## src/rtl/scan_chain_ctrl.sv

```systemverilog
// scan_chain_ctrl: drives one complete scan operation on an external chain of
// CHAIN_LEN flops. It shifts load_data into the chain LSB-first and captures
// the previous chain contents into unload_data.
// Optional feature: define SCAN_PARITY_EN to register unload_parity as the XOR
// of the captured bits. When it is undefined, unload_parity is tied low.
module scan_chain_ctrl #(
    parameter int CHAIN_LEN = 3
) (
    input  logic                 clk,
    input  logic                 rst,
    input  logic                 start,
    input  logic [CHAIN_LEN-1:0] load_data,
    input  logic                 chain_so,
    output logic                 scan_en,
    output logic                 chain_si,
    output logic                 busy,
    output logic                 done,
    output logic [CHAIN_LEN-1:0] unload_data,
    output logic                 unload_parity
);

    localparam int               CNT_W    = $clog2(CHAIN_LEN + 1);
    localparam logic [CNT_W-1:0] CNT_LAST = CNT_W'(CHAIN_LEN - 1);

    typedef enum logic [1:0] {
        IDLE  = 2'd0,
        SHIFT = 2'd1,
        DONE  = 2'd2
    } state_t;

    state_t               state_q;
    state_t               state_d;
    logic [CNT_W-1:0]     bit_cnt;
    logic [CHAIN_LEN-1:0] sreg;
    logic [CHAIN_LEN-1:0] sreg_next;
    logic                 last_shift;

    // Right shift that brings the chain's serial output in at the MSB.
    // After CHAIN_LEN shifts, the bit captured first sits at position 0.
    function automatic logic [CHAIN_LEN-1:0] shift_in(
        input logic [CHAIN_LEN-1:0] cur,
        input logic                 so
    );
        logic [CHAIN_LEN-1:0] res;
        res = cur >> 1;
        res[CHAIN_LEN-1] = so;
        return res;
    endfunction

    assign sreg_next  = shift_in(sreg, chain_so);
    assign last_shift = (state_q == SHIFT) && (bit_cnt == CNT_LAST);

    // State register; reset overrides any pending start.
    always_ff @(posedge clk) begin
        if (rst) state_q <= IDLE;
        else     state_q <= state_d;
    end

    // Next-state logic. Start is only looked at in IDLE, so a request made
    // during SHIFT or DONE is dropped rather than queued.
    always_comb begin
        state_d = state_q;
        case (state_q)
            IDLE:    if (start) state_d = SHIFT;
            SHIFT:   if (bit_cnt == CNT_LAST) state_d = DONE;
            DONE:    state_d = IDLE;
            default: state_d = IDLE;
        endcase
    end

    // Outputs decoded from the state. chain_si is gated so that it stays low
    // whenever the chain is not shifting.
    always_comb begin
        scan_en  = 1'b0;
        chain_si = 1'b0;
        busy     = 1'b0;
        done     = 1'b0;
        case (state_q)
            SHIFT: begin
                scan_en  = 1'b1;
                chain_si = sreg[0];
                busy     = 1'b1;
            end
            DONE: begin
                busy = 1'b1;
                done = 1'b1;
            end
            default: ;
        endcase
    end

    // Shift register and bit counter. load_data is copied on the accepting
    // edge, so later changes to it cannot disturb the operation.
    always_ff @(posedge clk) begin
        if (rst) begin
            sreg    <= '0;
            bit_cnt <= '0;
        end else begin
            case (state_q)
                IDLE: begin
                    if (start) begin
                        sreg    <= load_data;
                        bit_cnt <= '0;
                    end
                end
                SHIFT: begin
                    sreg <= sreg_next;
                    if (bit_cnt != CNT_LAST) bit_cnt <= bit_cnt + CNT_W'(1);
                end
                default: ;
            endcase
        end
    end

    // Captured chain contents are published only on entry to DONE and are
    // held until the next DONE.
    always_ff @(posedge clk) begin
        if (rst)             unload_data <= '0;
        else if (last_shift) unload_data <= sreg_next;
    end

`ifdef SCAN_PARITY_EN
    // Parity is registered on the same edge as unload_data.
    always_ff @(posedge clk) begin
        if (rst)             unload_parity <= 1'b0;
        else if (last_shift) unload_parity <= ^sreg_next;
    end
`else
    assign unload_parity = 1'b0;
`endif

endmodule

```

## config.mk

```make
export PLATFORM = sky130hd
export DESIGN_NAME = scan_chain_ctrl
export DESIGN_NICKNAME = d
export VERILOG_FILES = /design/src/rtl/scan_chain_ctrl.sv
export SDC_FILE = /design/constraint.sdc
export NUM_CORES = 1
export LEC_CHECK = 0
export ABC_AREA = 0
export ABC_CLOCK_PERIOD_IN_PS = 2200
export BUFFER_PORTS_ARGS = -buffer_cell sky130_fd_sc_hd__buf_2
export CORE_MARGIN = 3
export CORE_UTILIZATION = 39
export DETAILED_ROUTE_END_ITERATION = 7
export MAX_ROUTING_LAYER = met4
export PLACE_DENSITY = 0.66
export SLEW_MARGIN = 0
export SYNTH_ARGS = -nofsm -noshare
export SYNTH_HDL_FRONTEND = slang
export SYNTH_SLANG_ARGS = --single-unit
```

## constraint.sdc

```tcl
create_clock -name clk -period 2.2 [get_ports clk]
set_input_delay 0.44 -clock clk [delete_from_list [all_inputs] [get_ports clk]]
set_output_delay 0.44 -clock clk [all_outputs]
set_load 0.05 [all_outputs]
```

### After elaboration in Yosys (flattened, before gate mapping)

Cells that the tools add are included.

| storage, ports and cells | value |
|---|---|
| bits of input ports | 7 |
| word-level logic and storage cells | 31 |
| flip-flop bits (word level) | 10 |
| output and inout port bits | 8 |

| cells by class | value |
|---|---|
| muxes and demuxes | 12 |
| eq/ne operators | 7 |
| add/sub/neg operators | 1 |
| reduce and logical (&&, ||, !) cells | 7 |

Operator list:

| cell | number |
|---|---|
| $mux 2 | 4 |
| $pmux 2 s2 | 2 |
| $pmux 3 s2 | 1 |
| $eq 2x2->1 const B | 2 |
| $mux 1 | 4 |
| $ne 2x1->1 const B | 2 |
| $ne 2x2->1 const B | 2 |
| $reduce_and 2->1 | 2 |
| $mux 3 | 1 |
| $reduce_and 3->1 | 1 |
| $add 2x1->2 const B | 1 |
| $eq 2x1->1 const B | 1 |
| $logic_not 2->1 | 1 |
| $reduce_bool 2->1 | 1 |
| $reduce_or 2->1 | 1 |
| $logic_and 1x1->1 | 1 |

### Longest topological paths before layout

| depth | value |
|---|---|
| depth after elaboration | 3 |
| depth in mapped cells | 6 |
| depth with buffers taken out | 5 |

### Least setup slack after synthesis

Ideal clock, no wire load.

| path | value |
|---|---|
| kind | register to register |
| start point | register state_q[1] |
| end point | register sreg[1] |
| required time | 2.114 ns |
| library setup time | 0.086 ns |
| clock period less this slack | 1.564 ns |
| slack | 0.636 ns |
| buffers on the path | 1 |
| cell stages (with the launch flop) | 7 |
| data arrival time | 1.479 ns |
| path through | dfxtp_1 inv_1 ha_1 buf_6 mux2_4 nor2_1 a211oi_1 |

| between the ends | value |
|---|---|
| cells in the longest elaborated chain, start to end | 3 |
| elaborated cells between the ends (all ways) | 6 |
| those cells by class | eq/ne (2); mux (1); reduce/logical (3) |

Ends and longest elaborated chain:

| element | RTL line | RTL |
|---|---|---|
| from (decl) | 31 | `state_t state_q;` |
| from (signal assigned) | 56 | `else state_q <= state_d;` |
| $eq 2x1->1 / $logic_not 2->1 (equally long branches) | 99 | `case (state_q)` |
| $reduce_bool 2->1 (no source line) / $ne 2x2->1 (equally long branches) | -- |  |
| $reduce_and 2->1 (no source line) | -- |  |
| to (signal assigned) | 102 | `sreg <= load_data;` |
| to (signal assigned) | 107 | `sreg <= sreg_next;` |
| to (decl) | 34 | `logic [CHAIN_LEN-1:0] sreg;` |

Several ways; a longest one is shown, not always the timed one.
A chain may end at the register's enable or synchronous reset.

### Worst setup path in the final report

| path | value |
|---|---|
| start point | register state_q[1] |
| end point | output scan_en |

| between the ends | value |
|---|---|
| cells in the longest elaborated chain, start to end | 2 |

Ends and longest elaborated chain:

| element | RTL line | RTL |
|---|---|---|
| $eq 2x1->1 | 78 | `case (state_q)` |
| $mux 1 | 78 |  |
| to (decl) | 14 | `output logic scan_en,` |

Every way passes these cells.

==> run summary <==
Nets: 90
Clk root buf: clkbuf_4
Tmin final: 1.87 ns
Leakage power: 0.282 nW
# rows: 13
CP arrival: 1.43 ns
Critical-path top delay cell: ha_1
Final Max Tran Viols: 0
Post-CTS Hold Fix Bufs: 0
Vias/cell: 5.11
I/O Buffers: 13
GP Congestion: 0.675
CTS Buf Count: 3
First-pass GRT wire length: 1700 µm
Share of post-route cells with drive strength above 1: 22.7%
Post-Syn Nets: 76
# DRC: 0
Clock Tree Buf Depth: 2
Initial DRC count: 3
FF-to-FF path depth: 5
Min Hold Slack: 0.437 ns
FF-to-FF End: bit_cnt[0]
FMAX: 535 MHz
Top-area cell type share of the netlist area: 35.5%
Clock skew: 0.00458 ns
Main flop type after synthesis: dfxtp_1
Biggest cell delay along the critical path: 0.39 ns
Yosys top cell by area: dfxtp_1
Status: complete, no violations
CP top delay family: buffers and inverters
Final instance area: 636 µm²
Setup Viol. Count Final: 0
Max-cap violations: 0
Mapped Cells: 63
Final hold violations: 0
Worst-path clk slew: 0.06 ns
Final setup margin: 0.330 ns
Largest cells by area after synthesis: dfxtp_1, ha_1, mux2i_1
Crit-path cells: inv_1 -> ha_1 -> buf_2
CP Launch Type: flip-flop
Die Y: 44.0 µm
CP Class: flip-flop to primary output
Most frequent cell after synthesis: dfxtp_1
Distinct cells, synth: 23
Initial antenna violation count: 0
Clock sinks: 10
Hold path endpoint: unload_data[2]
R2R Setup Slk: 0.71 ns
Setup Total Neg Slack: 0 ns
R2R Path Start: state_q[0]
Area grow syn2layout: 12.6%
H-tree Lvls: 1
Routed wire length: 1010 µm
Worst slack at placement: 0.598 ns
Worst Hold Class: primary input to flip-flop
Largest net degree at the start of global routing: 10
Total gr overflow: 0
All-Layer GR Usage: 12.5%
Worst Hold Path Cells: 3
Core Box Area: 0.00133 mm²
Post-synth EDFFs: 0
Drt first pass iters: 4
RSZ-0062 raised after global routing: false
Max IR drop VDD: 416 µV
Setup Buffers After CTS: 0
Post-DRT Antenna Nets: 0
Worst Path Required: 1.76 ns
Layout fillers: 129
Hold_sp: chain_so
Placed cells: 87
Post-synth top cells: dfxtp_1, nand2_1, ha_1
Fin cells: 90
Worst path depth: 3
Syn avg cell area: 8.96 µm²
Worst skew pair latency: 0.26 ns
I/O pin cnt: 15
Synthesized cell area: 564 µm²
Post-DP HPWL: 826 µm
CTS resizes: 0
Die width: 44.0 µm
CP Buf/Inv Count: 2
CTS tree: done
Pwr dens: 728 mW/mm²
Vias in the first global route: 447
Ys async rst share: 0%
Worst-path maximum fanout: 9
Seq cells post-synth: 10
Antenna diode count: 0
Post-synthesis sequential area ratio: 35.5%
Vias: 460
Post-route clock period utilization: 85.0%
Avg WL per Cell: 11.2 µm
Die ar.: 0.00194 mm²
Yosys warns: 0
Initial Util: 42.3%
Setup crit end kind: primary output
DP Area: 613 µm²
## metal layers
layer	up-vias	routed length (µm)	share of wire, %	GRT usage [%]
met5	-	0	0	-
met4	0	31	3.1	7.23
met3	5	50	5.0	3.66
met2	13	462	46	20.1
met1	201	465	46	13.8
li1	241	-	-	-
## final cells by class
cell class	count	area, µm²	area share [%]
well taps	15	18.8	2.95
multi-input cells	45	314	49.4
flip-flops and latches	10	200	31.5
clock buffers	3	22.5	3.54
inverters	4	15.0	2.36
repair buffers	13	65.1	10.2
## through the flow
step | total power [mW] | utilization, %
4_1_cts | 0.469 | 47.7
3_5_place_dp | 0.347 | 46.0
6_report | 0.463 | 47.7
2_1_floorplan | 0.327 | -
5_1_grt | 0.494 | 47.7
3_3_place_gp | 0.345 | 46.0
## how the worst max path moves through the flow
stage | slack, ns | end | startpoint
2_1_floorplan | 0.64 | sreg[1] | state_q[1]
3_3_place_gp | 0.62 | scan_en | state_q[1]
3_5_place_dp | 0.60 | scan_en | state_q[1]
4_1_cts | 0.31 | scan_en | state_q[1]
5_1_grt | 0.22 | scan_en | state_q[1]
6_report | 0.33 | scan_en | state_q[1]
## cells by family (layout without fill, tap and decap cells)
family          Yosys count  after routing  synth area share (%)
flops                    10             10                  35.5
compound gates           14             14                  16.9
simple gates             20             20                  16.9
other cells               1              1                 0.665
buf+inv                   8             20                  8.87
mux                       4              4                  7.98
fa+ha+maj                 6              6                  13.3
## power by group
part           switching (mW)  leakage, nW  internal [mW]  total (mW)
combinational          0.0894        0.186         0.0475       0.137
clock                  0.0586       0.0138         0.0630       0.122
sequential            0.00888       0.0816          0.195       0.204
total                   0.157        0.282          0.306       0.463
## flip-flops by register name (all words and copies together) (netlist names)
name         cells
sreg             3
unload_data      3
bit_cnt          2
state_q          2
## layout by cell type, fill, tap and decap left out, drive strengths merged
master and n:
dfxtp 10, a211oi 3, mux2 1, nand2b 2, clkbuf 3, inv 4
ha 6, nand2 7, o311ai 2, conb 1, and2b 1, o21ai 1
a21o 1, a21oi 5, and2 2, nand3b 1, nand3 2, o41ai 2
mux2i 3, buf 13, nor2 5
## worst min-delay path, stage by stage
cell and delay [ns]:
buf_2 0.10, nand2_1 0.05, a21oi_1 0.05
Note: power is estimated with default switching activity, not from simulation.
